File: config.mk
export PLATFORM = sky130hd
export DESIGN_NAME = pc_ras_unit
export DESIGN_NICKNAME = d
export VERILOG_FILES = /design/src/rtl/pc_ras_unit.sv
export SDC_FILE = /design/constraint.sdc
export NUM_CORES = 1
export LEC_CHECK = 0
export ABC_CLOCK_PERIOD_IN_PS = 4000
export CELL_PAD_IN_SITES_DETAIL_PLACEMENT = 1
export CELL_PAD_IN_SITES_GLOBAL_PLACEMENT = 1
export CORE_AREA = 2 2 169 130
export DETAILED_ROUTE_END_ITERATION = 12
export DIE_AREA = 0 0 171 132
export GPL_ROUTABILITY_DRIVEN = 0
export GPL_TIMING_DRIVEN = 0
export PLACE_DENSITY = 0.79
export SLEW_MARGIN = 25
export SYNTH_ARGS = -nofsm -noshare
export SYNTH_HDL_FRONTEND = slang
export SYNTH_SLANG_ARGS = --single-unit
File: constraint.sdc
create_clock -name CLK -period 4 [get_ports CLK]
set_clock_uncertainty 0.2 [all_clocks]
set_input_delay 0.4 -clock CLK [delete_from_list [all_inputs] [get_ports CLK]]
set_output_delay 0.4 -clock CLK [all_outputs]
set_load 0.01 [all_outputs]
File: src/rtl/pc_ras_unit.sv
// pc_ras_unit: program counter with next-PC selection and a circular return-address stack
module pc_ras_unit #(
  parameter int WIDTH = 32,
  parameter logic [WIDTH-1:0] RESET_PC = '0,
  parameter int RAS_DEPTH = 4
) (
  input  logic             CLK,
  input  logic             RST,
  input  logic [2:0]       pc_select,
  input  logic [WIDTH-1:0] jump_data,
  input  logic             ihit,
  input  logic             dhit,
  output logic [WIDTH-1:0] imemaddr,
  output logic [WIDTH-1:0] rtn_addr,
  output logic             ras_empty,
  output logic             ras_full,
  output logic             ras_err
);
  localparam int PW = $clog2(RAS_DEPTH);
  localparam logic [PW:0] FULL = (PW+1)'(RAS_DEPTH);
  logic [WIDTH-1:0] r_pc;
  logic [WIDTH-1:0] r_stack [RAS_DEPTH];
  logic [PW-1:0]    r_wptr;
  logic [PW:0]      r_count;
  logic             r_err;
  logic             w_adv, w_call, w_ret;
  logic [WIDTH-1:0] w_top, w_next;
  assign w_adv     = ihit & ~dhit;
  assign w_call    = w_adv && pc_select == 3'd4;
  assign w_ret     = w_adv && pc_select == 3'd5;
  assign rtn_addr  = r_pc + WIDTH'(4);
  assign imemaddr  = r_pc;
  assign ras_empty = r_count == '0;
  assign ras_full  = r_count == FULL;
  assign ras_err   = r_err;
  assign w_top     = r_stack[r_wptr - 1'b1];
  // next-PC mux; reserved codes fall through to sequential, word alignment forced
  always_comb begin
    w_next = pc_select == 3'd1 ? rtn_addr + jump_data :
             (pc_select == 3'd2 || pc_select == 3'd3 || pc_select == 3'd4) ? jump_data :
             pc_select == 3'd5 ? (ras_empty ? jump_data : w_top) : rtn_addr;
    w_next[1:0] = 2'b00;
  end
  // stack storage is never cleared; the count alone defines which entries are valid
  always_ff @(posedge CLK)
    if (w_call) r_stack[r_wptr] <= rtn_addr;
  // PC, stack pointer, count and sticky error flag
  always_ff @(posedge CLK) begin
    if (RST) begin
      r_pc    <= RESET_PC;
      r_wptr  <= '0;
      r_count <= '0;
      r_err   <= 1'b0;
    end else if (w_adv) begin
      r_pc <= w_next;
      if (w_call) begin
        r_wptr  <= r_wptr + 1'b1;
        r_count <= ras_full ? r_count : r_count + 1'b1;
        r_err   <= r_err | ras_full;
      end else if (w_ret) begin
        r_wptr  <= ras_empty ? r_wptr : r_wptr - 1'b1;
        r_count <= ras_empty ? r_count : r_count - 1'b1;
        r_err   <= r_err | ras_empty;
      end
    end
  end
endmodule
; ---- Word level (Yosys, flattened, before mapping)
; Memories as Yosys holds them, arrays and structs flattened.
; Index checks and enable logic that the tools add are counted.
[totals]
output_inout_bits = 67
inputBits = 39
word_cells = 47
n_memories = 1
ramBits = 128
reg_bits = 36
[mem_list]
columns = name, depth, word_bits, read_ports, rd_clocked_by_memory_dff, write_ports, line_no
row1 = r_stack, 4, 32, 1, 0, 1, 22  ; logic [WIDTH-1:0] r_stack [RAS_DEPTH];
[op_classes]
add_sub_neg = 6
muxes = 15
eq_ne = 8
bitwise = 4
reduce_logical = 9
[ops]
columns = operator, count
row1 = $mux 32, 4
row2 = $add 32x3->32 const B, 1
row3 = $add 32x32->32, 1
row4 = $mux 3, 4
row5 = $eq 3x3->1 const B, 3
row6 = $eq 3x2->1 const B, 2
row7 = $mux 2, 3
row8 = $mux 1, 4
row9 = $reduce_and 4->1, 1
row10 = $add 3x1->3 const B, 1
row11 = $eq 3x1->1 const B, 1
row12 = $logic_not 3->1, 1
row13 = $reduce_and 3->1, 1
row14 = $sub 3x1->3 const B, 1
row15 = $add 2x1->2 const B, 1
row16 = $logic_and 1x1->1, 2
row17 = $logic_or 1x1->1, 2
row18 = $ne 2x1->1 const B, 1
row19 = $ne 2x2->1 const B, 1
row20 = $or 1x1->1, 2
row21 = $reduce_and 2->1, 1
row22 = $reduce_bool 2->1, 1
row23 = $sub 2x1->2 const B, 1
row24 = $and 1x1->1, 1
row25 = $not 1->1, 1

; ---- Logic depth before layout (Yosys ltp)
; Gate-level depths: netlist of run 1.
; An unclocked memory read counts as a cell.
[depth]
ltp_word = 6
ltp_mapped = 14
ltp_nobuf = 13

; ---- Worst setup path after synthesis of run 1
; No wires, ideal clock.
[synth_path]
kind = reg2reg
startpoint = register r_pc[13], in the netlist imemaddr[13]
endpoint = register r_pc[25], in the netlist imemaddr[25]
period_less_slack_ns = 3.737
slack_ns = 0.263
t_arrival_ns = 3.433
required_time_ns = 3.697
n_path_buf = 1
setup_time_ns = 0.103
stages_incl_launch_ff = 13
path_cell_list = dfxtp_1 > and4_4 > nand2_1 > nor3_1 > xnor2_1 > ha_1 > clkbuf_2 > nand4_2 > or4_1 > o2111ai_1 > nand2_1 > xor2_1 > a2111oi_2
[synth_via]
word_cells_on_any_way = 5
classes_between = 2 x add/sub / 3 x mux
[synth_lines]
columns = item, line_no
row1 = start: declaration, 21  ; logic [WIDTH-1:0] r_pc;
row2 = start signal: assignment, 55  ; r_pc <= w_next;
row3 = $add 32x3->32, 31  ; assign rtn_addr = r_pc + WIDTH'(4);
row4 = named net rtn_addr[18], 14  ; output logic [WIDTH-1:0] rtn_addr,
row5 = $add 32x32->32, 39  ; w_next = pc_select == 3'd1 ? rtn_addr + jump_data :
row6 = $mux 32, 39
; The timed path passes the listed nets, and every way through them passes these cells.
; A chain may end at the register's enable or synchronous reset.

; ---- Worst setup path in the final report of run 1
[layout_path]
startpoint = register r_pc[3], in the netlist imemaddr[3]
endpoint = register r_pc[28], in the netlist imemaddr[28]
[layout_via]
elab_chain_cells = 4
word_cells_on_any_way = 5
classes_between = 2 x add/sub / 3 x mux
[layout_lines]
columns = item, line_no
row1 = $add 32x3->32 *, 31
row2 = branches (longest 2 deep; another with $add 32x32->32), --
row3 = $mux 32 *, 39
; Every way passes the cells marked *.

==> results.txt, run 1 <==
The total internal power came out at 2.97 mW. The area overhead of the layout relative to synthesis came out at 28.1%. In the post-synthesis netlist, the cell with the most instances is sky130_fd_sc_hd__edfxtp_1.

The number of violations reported at the end of detailed-routing iteration 0 came out at 1,082. The synthesized netlist occupies a cell area of 9290 um2. Of the total synthesized cell area, the portion taken by AND, OR, NAND and NOR gates is 0.141. In the synthesized netlist, the number of instances is 854. STA classifies the critical path endpoint as a flip-flop.

The number of distinct library cell variants in the gate-level netlist after synthesis came out at 76. The clock tree from TritonCTS is built. At the end of the flow the core is filled with cells to 0.571.

The tool flagged a number of max-cap violations equal to 0. For this run, the register share of the synthesized area comes to 0.466. For met3 alone, demand over resource in global routing was 0.0802. The DRC violations left is 0.

The final route contains 8,435 vias. The number of cells in the finished layout apart from fillers is 1,300. The share of flip-flops with an asynchronous set or reset after synthesis is 0. The pin count of the biggest net entering global routing is 24. The fraction of layout instances using a drive strength above 1 is 0.186.

The critical path goes through and2_1 > nand4_1 > buf_4 > nor2_2 > xor2_2 > ha_1 > clkbuf_2 > a21oi_1 > o21ai_0 > nor3b_1 > a31oi_1 > a311oi_2 > xor2_1 > o22ai_1. The actual slew at the worst max-slew pin came out at 906 ps. The number of clock buffers inserted by TritonCTS is 17. The layout net count came out at 1,080. Grouping stages by cell kind, the critical path spends the most delay in compound AO/OA/AOI/OAI gates. The met2 usage in global routing is 0.482. The clock period minus final worst setup slack came out at 3950 ps. After synthesis, the largest family of logic cells by area is compound AO/OA/AOI/OAI gates. The standard-cell row count came out at 46. The die covers 22,600 um2. Of the total power, the clock network draws 0.380. Synthesis inferred 156 register bits.

In the post-synthesis netlist, the biggest area contributors are sky130_fd_sc_hd__edfxtp_1 (39%), sky130_fd_sc_hd__dfxtp_1 (7.8%), sky130_fd_sc_hd__mux4_2 (7.3%), sky130_fd_sc_hd__ha_1 (5.4%), sky130_fd_sc_hd__nor2_1 (3.4%). The share of Yosys cell area claimed by the top area cell type came out at 0.388. Sorting the synthesized cells by how often they occur yields sky130_fd_sc_hd__edfxtp_1 (120), sky130_fd_sc_hd__nor2_1 (85), sky130_fd_sc_hd__nand2_1 (64), sky130_fd_sc_hd__a21oi_1 (62), sky130_fd_sc_hd__o21ai_0 (47). In the synthesized netlist the dominant register cell turns out to be sky130_fd_sc_hd__edfxtp_1. The number of enable-type register cells in the synthesized netlist came out at 120. The largest buffer count on any clock path came out at 2. Before CTS, the worst setup slack after placement is -727 ps. The detailed-route wire length is 36,800 um.

The number of buffers added to fix hold violations after cts came out at 0. The biggest fanout along the worst timing path came out at 7. The most utilized layer in the global route result is met2. Setup repair after global routing could not meet its margin everywhere. The critical path data required time came out at 4100 ps.

The count of port buffers added during placement is 98. Timing would allow up to 253 MHz. In this run, placement finished with an instance count of 1,247. The arrival time at the worst endpoint is 4050 ps. The clock latency at the later pin of the worst-skew pair is 440 ps. The worst hold path belongs to the class flip-flop to flip-flop. The average size of a mapped cell came out at 10.9 um2. The number of global-route vias before repair was 8,349. The detailed-route vias per instance is 6.49.

The total power of the final layout came out at 4.36 mW. For this design, the slowest cell found on the critical path is sky130_fd_sc_hd__dfxtp_1. The largest area contributor in the netlist is sky130_fd_sc_hd__edfxtp_1. The number of failing hold endpoints at the final stage came out at 0. The number of antenna diodes is 0. Global routing finished with a remaining overflow of 0.

Summed over all cells, the static leakage comes to 4.22 nW. The synthesized-area fraction occupied by adder cells is 0.0582. The cell sitting at the root of the clock tree is a sky130_fd_sc_hd__clkbuf_16.

The final worst-path cycle share came out at 0.987. Setup violations remaining at the end of the flow were counted as 0. The number of antenna violations at the first check in global routing was 0. The flow ran to the end, and the final reports show no timing, DRC or antenna violations. Of the total synthesized cell area, the portion taken by XOR and XNOR cells is 0.0501.

The critical path in this run is classified as flip-flop to flip-flop. The part of the power in combinational logic is 0.199. Counting both buffers and inverters, the worst setup path holds a total of 2.

The clock-pin slew on the worst setup and hold paths came out at 80 ps. The remaining antenna violation count after routing came out at 0. The final HPWL from detailed placement is 26,300 um. The H-tree depth reported by CTS is 4. The fraction of the mapped netlist area in compound gates came out at 0.168. The delay contributed by the slowest stage of the critical path came out at 460 ps.

The switching power as a share of total power is 0.319. The final-layout worst hold slack came out at 287 ps. The CTS sink count is 156.

STA classifies the critical path startpoint as a flip-flop. The total power density per cell area is 366 nW/um2. The horizontal extent of the die is 171 um. Setup slack closes at 51.0 ps. Dividing the detail-routed wire length by the instance count gives 28.3 um. The fill cell total of the finished layout is 2,262. The max-slew violation count is 0. The maximum VDD drop is 0.275 mV. Across every metal layer, demand over resource in global routing totals 0.327. The initial utilization of the core area, before any placement, comes to 0.446.

The fraction of synthesized area in multiplexers came out at 0.0814. The switching power summed over all nets is 1.39 mW. The number of synthesis warnings came out at 0. The die height is 132 um.

106 I/O pins were placed. The first TritonRoute pass finished after 5 iterations. The core region is 20,800 um2. In this run the tightest slew margin relative to its limit is 0.396. The sequential power share came out at 0.421. The met1 track utilization from global routing came out at 0.476.

The first global-routing pass estimated 54,000 um of wire.
placed cells by master, fill, tap and decap left out, drive strengths merged, types with 7 or more instances in the layout:
cell / Yosys / layout
clkdlybuf4s50: 0 / 98
nand4: 12 / 12
o21a: 8 / 8
xor2: 23 / 23
clkbuf: 23 / 41
and4: 10 / 10
xnor2: 28 / 28
a31oi: 13 / 13
o21bai: 8 / 8
nand3: 19 / 19
nor2: 85 / 85
edfxtp: 120 / 120
inv: 24 / 32
a221oi: 8 / 8
buf: 18 / 42
nand2: 64 / 64
a311oi: 7 / 7
o21ai: 48 / 48
a21o: 11 / 11
nor3: 25 / 25
o211ai: 8 / 8
mux4: 30 / 30
nand2b: 11 / 11
a21oi: 62 / 62
clkinv: 0 / 7
mux2i: 8 / 8
dfxtp: 36 / 36
and2: 9 / 9
a211oi: 9 / 9
ha: 40 / 40
layer usage:
metal / up-vias / share of wire / wire (um)
li1: 3569 / - / -
met4: 0 / 0.034 / 1260
met3: 106 / 0.12 / 4260
met2: 539 / 0.43 / 15900
met5: - / 0 / 0
met1: 4221 / 0.42 / 15300
sequential cells by signal, indices dropped and copies added, names as in the netlist:
register  cells
imemaddr     30
r_count       3
r_stack     120
r_wptr        2
ras_err       1
metrics by stage:
step	instance area, um2	setup TNS, ps
after global routing	11900	-377
after detailed placement	10700	-7630
final	11900	0
after global placement	10600	-33730
after CTS	11600	-37.1
after floorplan	9300	0
path summary, 6_finish.rpt:
path	endpoint	slack, ps	depth (start not counted)	start
max reg2reg	imemaddr[28]	50	14	imemaddr[3]
max	imemaddr[28]	50	14	imemaddr[3]
min reg2reg	ras_err	290	2	ras_err
min	ras_err	290	2	ras_err
timing repair:
item,in CTS,in global routing
setup buffers,10,11
endpoints found under the setup margin,26,19
gates resized for setup,38,46
pin swaps,4,2
cells by family (layout without fill, tap and decap cells):
group	after synthesis	in the layout
AOI/OAI and AO/OA	237	237
xor gates and xnor gates	51	51
adders and majority gates	42	42
buffers and inverters	66	221
DFF	156	156
muxes	38	38
other	1	4
and+or+nand+nor	263	263
power groups by stage:
stage,Combinational [mW],Sequential [mW],Clock [mW]
after floorplan,0.448,1.85,0
after global placement,0.762,1.86,0
after detailed placement,0.782,1.86,0
after CTS,0.805,1.83,1.66
after global routing,0.914,1.84,1.71
final,0.867,1.84,1.65
layout make-up:
class | instances | area [um2] | share of cell area
buffer | 42 | 255 | 0.0215
multi-input combinational | 635 | 5020 | 0.422
clock inverter | 15 | 170 | 0.0143
tap | 288 | 360 | 0.0303
inverter | 24 | 90.1 | 0.00758
timing repair buffer | 123 | 1230 | 0.103
clock buffer | 17 | 425 | 0.0358
sequential | 156 | 4350 | 0.366
worst register-to-register path, stage by stage (launching register included):
cell,delay (ps)
sky130_fd_sc_hd__dfxtp_1,460
sky130_fd_sc_hd__and2_1,300
sky130_fd_sc_hd__nand4_1,140
sky130_fd_sc_hd__buf_4,200
sky130_fd_sc_hd__nor2_2,150
sky130_fd_sc_hd__xor2_2,250
sky130_fd_sc_hd__ha_1,280
sky130_fd_sc_hd__clkbuf_2,210
sky130_fd_sc_hd__a21oi_1,260
sky130_fd_sc_hd__o21ai_0,180
sky130_fd_sc_hd__nor3b_1,230
sky130_fd_sc_hd__a31oi_1,240
sky130_fd_sc_hd__a311oi_2,400
sky130_fd_sc_hd__xor2_1,230
sky130_fd_sc_hd__o22ai_1,100
(Power assumes the default switching activity.)
==> run 2: changes to the inputs <==
- ABC_CLOCK_PERIOD_IN_PS: 4000 -> 5000
- CORE_AREA: 2 2 169 130 -> 2 2 162 125
- DIE_AREA: 0 0 171 132 -> 0 0 164 127
- PLACE_DENSITY: 0.79 -> 0.85
- SETUP_SLACK_MARGIN: default -> 0.4
- clock period: 4 -> 5 ns (I/O delays scaled with it)
==> results.txt, run 2 (synthesized netlist as in run 1, its figures left out) <==
The fraction of layout instances using a drive strength above 1 is 0.126. The detailed-route wire length is 34,800 um. The global route total overflow is 0.

The first-pass GRT wire length is 51,100 um. STA classifies the critical path endpoint as a flip-flop. The count of max-cap constraint violations is 0. The number of cells after detailed placement came out at 1,212. The run finished with clean final reports. The average wire length per cell after detail routing came out at 27.9 um.

0 antenna diodes ended up in the layout. The pin count of the biggest net entering global routing is 22. For the pin with the worst max-slew slack, the measured transition is 1010 ps. For this block, the via count after detailed routing is 8,246. The biggest fanout along the worst timing path came out at 7. The combined area of the multi-input logic cells is 4720 um2. The total power density per cell area came out at 303 nW/um2.

The number of antenna violations at the first check in global routing came out at 0. The critical path in this run is classified as flip-flop to flip-flop. The starting utilization of the core area came out at 0.486. For this run, the number of standard cells in the final layout without fillers is 1,248. The static leakage is 4.00 nW. The worst path in the final design needs a cycle of 4500 ps, including I/O delays and setup. The kind of cell adding the most delay to the critical path is simple AND/OR/NAND/NOR gates. The sequential cell area is 4330 um2. The buffer type at the clock tree root is sky130_fd_sc_hd__clkbuf_16. The critical path data required time is 5080 ps. Traced cell by cell, the critical path runs through and4_4 > nand2_1 > nor3_4 > a31o_2 > nand2_1 > ha_1 > nand2_1 > nor2_1 > nor4b_1 > o21ai_0 > a31oi_2 > xor2_1 > o22ai_1. TritonCTS built the clock tree.

Once layout is done, the placed cells without fillers occupy 11,400 um2. The final worst-path cycle share came out at 0.901. Data on the critical path arrives at its endpoint at 4590 ps.

The top cell types in the final layout, fill and taps aside, are sky130_fd_sc_hd__edfxtp_1 (120), sky130_fd_sc_hd__clkdlybuf4s50_1 (98), sky130_fd_sc_hd__nor2_1 (85), sky130_fd_sc_hd__nand2_1 (64), sky130_fd_sc_hd__a21oi_1 (62). TritonCTS created 17 clock buffers. STA classifies the critical path startpoint as a flip-flop.

The clock latency at the later pin of the worst-skew pair came out at 450 ps. The met1 track utilization from global routing came out at 0.473. After detailed routing, the number of vias per cell comes to 6.61. The largest buffer count on any clock path is 2. The number of global-route vias before repair came to 8,186. The number of buffers added to fix hold violations after cts came out at 0. The worst slew slack as a fraction of its limit is 0.324. The max-slew violation count came out at 0. In this run the vertical extent of the chip is 127 um. The peak clock frequency supported by timing is 222 MHz. During I/O placement, the number of pins put on the boundary was 106.

The total power of the final layout is 3.46 mW. The library cell used most frequently in the layout, excluding fill and tap cells, is sky130_fd_sc_hd__edfxtp_1. The overall track demand over capacity in global routing came out at 0.338. The delay contributed by the slowest stage of the critical path is 520 ps. The area overhead of the layout relative to synthesis came out at 22.8%. The final-layout worst hold slack came out at 329 ps. The fill cell total of the finished layout is 2,043.

The min-delay analysis places its worst path in the category flip-flop to flip-flop. The H-tree depth reported by CTS came out at 4. The standard-cell row count is 44. The total placed instance area came out at 10,700 um2.

The clock-pin slew on the worst setup and hold paths came out at 70 ps. The count of buffering cells on the critical path with inverters included is 0. The core box area came out at 19,100 um2. The largest individual stage delay along the critical path comes from the cell sky130_fd_sc_hd__dfxtp_1. The library cell appearing most often on the critical path is sky130_fd_sc_hd__nand2_1. The number of violations reported at the end of detailed-routing iteration 0 came out at 850. Across the VDD grid, the largest voltage drop is 0.220 mV. In the global route stage, met3 resource usage came out at 0.0922. The top register by number of flip-flops is r_stack. Setup repair after global routing could not meet its margin everywhere. The count of port buffers added during placement is 98. The number of setup violations in the final report is 0. The total die area is 20,800 um2.

The final HPWL from detailed placement is 25,600 um. The remaining antenna violation count after routing came out at 0. The number of failing hold endpoints at the final stage came out at 0.

The DRC violations left is 0. The met2 usage in global routing came out at 0.514. The floorplan step set the die width to 164 um. The global routing stage identified its most utilized layer as met2.

The CTS sink count came out at 156. The number of flip-flops in the largest register is 120. The layout net count came out at 1,063. Before antenna repair, the detailed router went through 7 iterations.

The total negative slack for setup checks came out at 0 ps.
run 2: cell count changes in the layout (fill, tap and decap cells not counted), moves of 4 or more:
cell | before | now
sky130_fd_sc_hd__buf_4 | 27 | 10
sky130_fd_sc_hd__dfxtp_1 | 21 | 35
sky130_fd_sc_hd__dfxtp_2 | 13 | 1
sky130_fd_sc_hd__xnor2_1 | 15 | 26
sky130_fd_sc_hd__xnor2_2 | 7 | 1
sky130_fd_sc_hd__xnor2_4 | 6 | 1
sky130_fd_sc_hd__xor2_1 | 14 | 18
run 2: layout make-up:
type / instances / share of cell area
plain buffers: 42 / 0.0211
clock buffers: 17 / 0.0373
clock inverters: 15 / 0.0153
inverters: 24 / 0.00790
multi-input cells: 635 / 0.414
flip-flops and latches: 156 / 0.379
well taps: 253 / 0.0278
repair buffers: 106 / 0.0970
run 2: tightest hold or removal path: cells and delay by family (launching register included):
| kind | cells | cell delay [ps] |
|---|---|---|
| flops | 1 | 340 |
| simple gates | 1 | 100 |
| compound gates | 1 | 60 |
run 2: where the power goes:
| part | internal [mW] | switching (mW) | leakage, nW |
|---|---|---|---|
| registers | 1.42 | 0.0393 | 1.37 |
| clock network | 0.715 | 0.622 | 0.295 |
| logic | 0.258 | 0.401 | 2.34 |
| total | 2.39 | 1.06 | 4.00 |
run 2: through the flow:
step | worst slack (ps) | util
floorplan | 1260 | -
global placement | 453 | 0.555
detailed placement | 415 | 0.560
CTS | 440 | 0.591
global route | 377 | 0.597
finish | 495 | 0.597
run 2: per-layer routing:
metal,share of wire,up-vias
met5,0,-
met4,0.024,0
met3,0.11,69
met2,0.45,466
met1,0.41,4181
li1,-,3530
run 2: repair_timing:
action | in CTS | in global routing
cloned | 0 | 0
pin swaps | 0 | 1
endpoints found under the hold margin | 0 | 0
endpoints found under the setup margin | 2 | 10
setup buffers | 0 | 4
gates resized for setup | 1 | 12
run 2: final timing paths:
check,end,slack (ps),cells past startpoint,startpoint
max,imemaddr[31],500,13,imemaddr[13]
min,ras_err,330,2,ras_err
max reg2reg,imemaddr[31],500,13,imemaddr[13]
min reg2reg,ras_err,330,2,ras_err
